## src/rtl/logic_op_arbiter.sv

```systemverilog
// Round-robin arbiter sharing one W-bit XOR/AND/OR/XNOR unit among N valid/ready requesters.
// Results leave on a single valid/ready port tagged with the issuing requester's index.
module logic_op_arbiter #(
    parameter int N    = 4,
    parameter int W    = 8,
    parameter int CNTW = 16,
    localparam int IDW = (N > 1) ? $clog2(N) : 1
) (
    input  logic              clk,
    input  logic              rst,
    input  logic [N-1:0]      req_valid,
    output logic [N-1:0]      req_ready,
    input  logic [2*N-1:0]    req_op,
    input  logic [W*N-1:0]    req_a,
    input  logic [W*N-1:0]    req_b,
    output logic              res_valid,
    input  logic              res_ready,
    output logic [W-1:0]      res_data,
    output logic [IDW-1:0]    res_id,
    output logic              busy,
    output logic [CNTW-1:0]   ops_done
);

    typedef enum logic [1:0] {IDLE, EXEC, DONE} state_t;

    state_t         state, state_nxt;
    logic [IDW-1:0] ptr, ptr_nxt;
    logic [IDW-1:0] win_id;
    logic           grant_any;
    logic [1:0]     sel_op, op_q;
    logic [W-1:0]   sel_a, sel_b, a_q, b_q, alu;
    logic [IDW-1:0] id_q;

    // Circular search starting at ptr; ptr+k never exceeds 2N-2, so one subtraction wraps it.
    always_comb begin
        // NOTE: every always_comb output gets a default first so no path can infer a latch.
        grant_any = 1'b0;
        win_id    = '0;
        sel_op    = '0;
        sel_a     = '0;
        sel_b     = '0;
        for (int k = 0; k < N; k++) begin
            int idx;
            idx = int'(ptr) + k;
            if (idx >= N) idx = idx - N;
            if (!grant_any && req_valid[idx]) begin
                grant_any = 1'b1;
                win_id    = IDW'(idx);
                sel_op    = req_op[2*idx +: 2];
                sel_a     = req_a[W*idx +: W];
                sel_b     = req_b[W*idx +: W];
            end
        end
    end

    assign ptr_nxt = (win_id == IDW'(N-1)) ? '0 : win_id + 1'b1;

    always_comb begin
        req_ready = '0;
        for (int i = 0; i < N; i++)
            req_ready[i] = (state == IDLE) && grant_any && (win_id == IDW'(i));
    end

    always_comb begin
        unique case (op_q)
            2'b00:   alu = a_q ^ b_q;
            2'b01:   alu = a_q & b_q;
            2'b10:   alu = a_q | b_q;
            default: alu = ~(a_q ^ b_q);
        endcase
    end

    always_comb begin
        state_nxt = state;
        unique case (state)
            IDLE:    if (grant_any) state_nxt = EXEC;
            EXEC:    state_nxt = DONE;
            DONE:    if (res_ready) state_nxt = IDLE;
            default: state_nxt = IDLE;
        endcase
    end

    // NOTE: registers use non-blocking assignments so every flop samples pre-edge values.
    always_ff @(posedge clk) begin
        if (rst) state <= IDLE;
        else     state <= state_nxt;
    end

    always_ff @(posedge clk) begin
        if (rst) begin
            ptr       <= '0;
            op_q      <= '0;
            a_q       <= '0;
            b_q       <= '0;
            id_q      <= '0;
            res_valid <= 1'b0;
            res_data  <= '0;
            res_id    <= '0;
            ops_done  <= '0;
        end else begin
            unique case (state)
                IDLE: if (grant_any) begin
                    op_q <= sel_op;
                    a_q  <= sel_a;
                    b_q  <= sel_b;
                    id_q <= win_id;
                    ptr  <= ptr_nxt;
                end
                EXEC: begin
                    res_data  <= alu;
                    res_id    <= id_q;
                    res_valid <= 1'b1;
                end
                DONE: if (res_ready) begin
                    res_valid <= 1'b0;
                    ops_done  <= ops_done + CNTW'(1);
                end
                default: ;
            endcase
        end
    end

    assign busy = (state != IDLE);

endmodule

```

## config.mk

```make
export PLATFORM = sky130hd
export DESIGN_NAME = logic_op_arbiter
export DESIGN_NICKNAME = d
export VERILOG_FILES = /design/src/rtl/logic_op_arbiter.sv
export SDC_FILE = /design/constraint.sdc
export NUM_CORES = 1
export LEC_CHECK = 0
export BUFFER_PORTS_ARGS = -buffer_cell sky130_fd_sc_hd__buf_2
export CORE_MARGIN = 4
export CORE_UTILIZATION = 52
export CTS_BUF_LIST = sky130_fd_sc_hd__clkbuf_4 sky130_fd_sc_hd__clkbuf_8
export DETAILED_ROUTE_END_ITERATION = 16
export PLACE_DENSITY = 0.85
export SYNTH_ARGS = -nofsm -noshare
export SYNTH_HDL_FRONTEND = slang
export SYNTH_SLANG_ARGS = --single-unit
```

## constraint.sdc

```tcl
create_clock -name clk -period 3.81 [get_ports clk]
set_input_delay 0.762 -clock clk [delete_from_list [all_inputs] [get_ports clk]]
set_output_delay 0.762 -clock clk [all_outputs]
set_load 0.01 [all_outputs]
```

==> summary.md <==
| Metric | Value |
|---|---|
| Worst-case hold path end point | res_data[1] |
| Number of cells produced by synthesis | between 500 and 600 |
| Most instantiated flip-flop cell in the synthesis netlist | dfxtp_1 |
| Clock sink total | between 50 and 60 |
| Number of enable flip-flop cells after synthesis | 0 |
| Max FO, Critical Path | 17 |
| Area Overhead vs Synth | 13.3% |
| Worst clock skew | about 0.0096 ns |
| Setup_tns | 0 ns |
| Hold bufs inserted after CTS | 0 |
| Fillers | 824 |
| # H-tree levels | 2 |
| Clock slew seen by the registers of the worst setup and hold paths | 0.10 ns |
| Initial core utilization | around 54% |
| Aggregate global-route resource usage | between 20 and 25% |
| Skew-Pair Late Insertion Delay | about 0.30 ns |
| CTS tree | yes |
| Routed WL per cell | 16.0 um |
| Crit end category | output pin |
| Cell depth of the worst hold path | 2 |
| Die ar. | roughly 11,000 um2 |
| Routed via count divided by cell count | approximately 6.1 |
| Reg area | approximately 1000 um2 |
| MaxCap Viol Count | 0 |
| Setup slack after placement | 0.420 ns |
| Hold/Removal Path Class | reg2reg |
| Async set or reset register ratio after synthesis | 0% |
| Die Width | 106 um |
| Reg2Reg Setup Slack | a little under 0.5 ns |
| First-pass iteration count of the detailed router | 5 |
| Cell area after placement | 5570 um2 |
| Via count of the first global-routing pass | approximately 4,400 |
| Pin count of the biggest net entering global routing | 63 |
| Launch point of the worst reg-to-reg path | ptr[0] |
| Worst-case vdd ir drop | 0.000540 V |
| Required time at the worst-slack endpoint | between 3 and 4 ns |
| Post-layout min period | between 3 and 4 ns |
| Hold_sp | res_data[1] |
| Number of diodes added for antenna fixing | 0 |
| Part of the Yosys area used for sequential elements | between 20% and 30% |
| Layout Nets | around 750 |
| Upper clock frequency limit | 274 MHz |
| Mean Syn Cell Area | slightly below 9 um2 |
| Data arrival time at the worst-slack endpoint | between 2 and 3 ns |
| Port Buf Inserts | 110 |
| Wire length of the first global-routing pass | 20.8 mm |
| Path type of the worst setup path | reg2out |
| Largest cells by area after synthesis | mux4_2, dfxtp_1, mux2i_1, nand2_1, ha_1 |
| Total Routed Length | 12.5 mm |
| DRC marker count from the first detailed-route iteration | between 400 and 500 |
| Post-route setup slack | 0.161 ns |
| Post-Syn Area | 5010 um2 |
| Synthesized flop and latch total | between 50 and 60 |
| Number of distinct library cells after synthesis | 49 |
| Area of the core region | between 9000 and 10,000 um2 |
| Transition time at the pin with the least slew margin | 0.938 ns |
| Post-detail-place hpwl | between 9 and 10 mm |
| Number of top-level pins | 111 |
| Routability cong. | roughly 0.94 |
| Yosys top cell area share | a little under a quarter |
| Library cell occupying the most area in the post-synthesis netlist | mux4_2 |
| Fin Hold WS | 0.469 ns |
| Library cell used as clock root buffer | clkbuf_8 |
| Maximum count of clock buffers along a single path | 2 |
| Cell Pwr Density | around 650 nW/um2 |
| Cells resized by post-CTS repair | 0 |
| Layout cells sized above 1 | between 20 and 30% |
| Worst relative slew slack | between 30% and 40% |
| Yosys warning count | 0 |
| Worst r2r dst | b_q[5] |
| Hold Vio Cnt, Final | 0 |
| Top cells by count, synth | nand2_1, dfxtp_1, mux4_2 |
| Power, Total | ~3700 uW |
| Total grt overflow | 0 |
| Setup crit start kind | flop |
| Number of max-slew violations in the final report | 0 |
| RSZ-0062 raised after global routing | false |
| Number of remaining DRC errors | 0 |
| Total clock buffers created by CTS | 5 |
| Synthesized net count | slightly below 700 |
| Initial antenna violation count | 0 |
| Total leakage power | between 0.002 and 0.0025 uW |
| Period Utilization, post-route | between 90% and 100% |
| Number of buffers added for setup after CTS | 0 |
| Setup violation total in the final timing report | 0 |
| R2R depth | 9 |
| Post-route standard cell area excluding fillers | about 5700 um2 |
| Most frequent cell after synthesis | nand2_1 |
| Standard-cell rows | 35 |
| Antenna Violating Nets Remaining | 0 |
| Count of vias placed by the detailed router | around 4,800 |
| Total area of multi-input combinational cells | 3690 um2 |
| Outcome | finished, final reports clean |
| Die height | 106 um |
==> cell type report <==
type | instances | area share (%)
tap | 129 | 2.85
multi-input combinational | 452 | 65.0
clock buffer | 5 | 1.21
clock inverter | 3 | 0.507
sequential | 51 | 18.1
timing repair buffer | 117 | 10.7
inverter | 25 | 1.65
==> per-layer routing <==
| metal | part of all wire (%) | global-route usage, % |
|---|---|---|
| met5 | 0 | 0 |
| met4 | 1.6 | 5.37 |
| met3 | 7.3 | 3.76 |
| met2 | 49 | 36.7 |
| met1 | 42 | 29.4 |
==> cells by family after synthesis <==
logic type / count (synthesis) / synth area share [%]
muxes: 92 / 31.2
AOI/OAI and AO/OA: 123 / 14.8
buffers and inverters: 73 / 6.30
DFF: 51 / 20.4
adders and majority gates: 22 / 5.50
xor gates and xnor gates: 14 / 2.60
and+or+nand+nor: 201 / 19.2
==> metrics by stage <==
step           instances  utilization (%)
6_report             782             61.1
3_3_place_gp         774             60.0
2_1_floorplan        576                -
3_5_place_dp         774             60.0
4_1_cts              782             61.1
5_1_grt              782             61.1
==> worst max-delay path by stage <==
| stage | start | to | slack, ns | cells after the start |
|---|---|---|---|---|
| after floorplan | ptr[0] | req_ready[3] | 0.01 | 12 |
| after global placement | req_valid[2] | req_ready[3] | 0.44 | 7 |
| after detailed placement | req_valid[2] | req_ready[3] | 0.42 | 7 |
| after CTS | ptr[1] | req_ready[0] | 0.08 | 8 |
| after global routing | ptr[1] | req_ready[0] | 0.003 | 7 |
| final | ptr[1] | req_ready[3] | 0.16 | 8 |
==> critical path, stage by stage (launching register included) <==
cell and delay (ns):
dfxtp_1 0.35, inv_1 0.12, ha_2 0.38, mux4_2 0.70, clkinv_1 0.11, nand2_1 0.08
o311a_4 0.44, nor4_4 0.24, buf_2 0.16
==> registers in the layout (all words and copies together) (netlist names) <==
| signal | cells |
|---|---|
| ops_done | 16 |
| a_q | 8 |
| b_q | 8 |
| res_data | 8 |
| id_q | 2 |
| op_q | 2 |
| ptr | 2 |
| res_id | 2 |
| state | 2 |
| res_valid | 1 |
==> layout by cell type, fill, tap and decap left out, types with 4 or more instances in the layout <==
master    count
buf_2       110
nand2_1      76
mux4_2       51
dfxtp_1      50
nor2_1       44
mux2i_1      39
o21ai_0      34
a21oi_1      33
inv_1        23
ha_1         21
nand3_1      19
a211oi_1     19
nor3_1       18
nor2b_1      15
o22ai_1      11
o21ai_1       9
xor2_1        8
o31ai_1       6
buf_4         6
nand4_1       5
xnor2_1       5
clkbuf_8      5
or3_1         4
==> power by group <==
part           total, uW  switching (uW)  internal [uW]
logic               2540            1360           1170
clock network        324             188            136
registers            836             158            678
(Power assumes the default switching activity.)
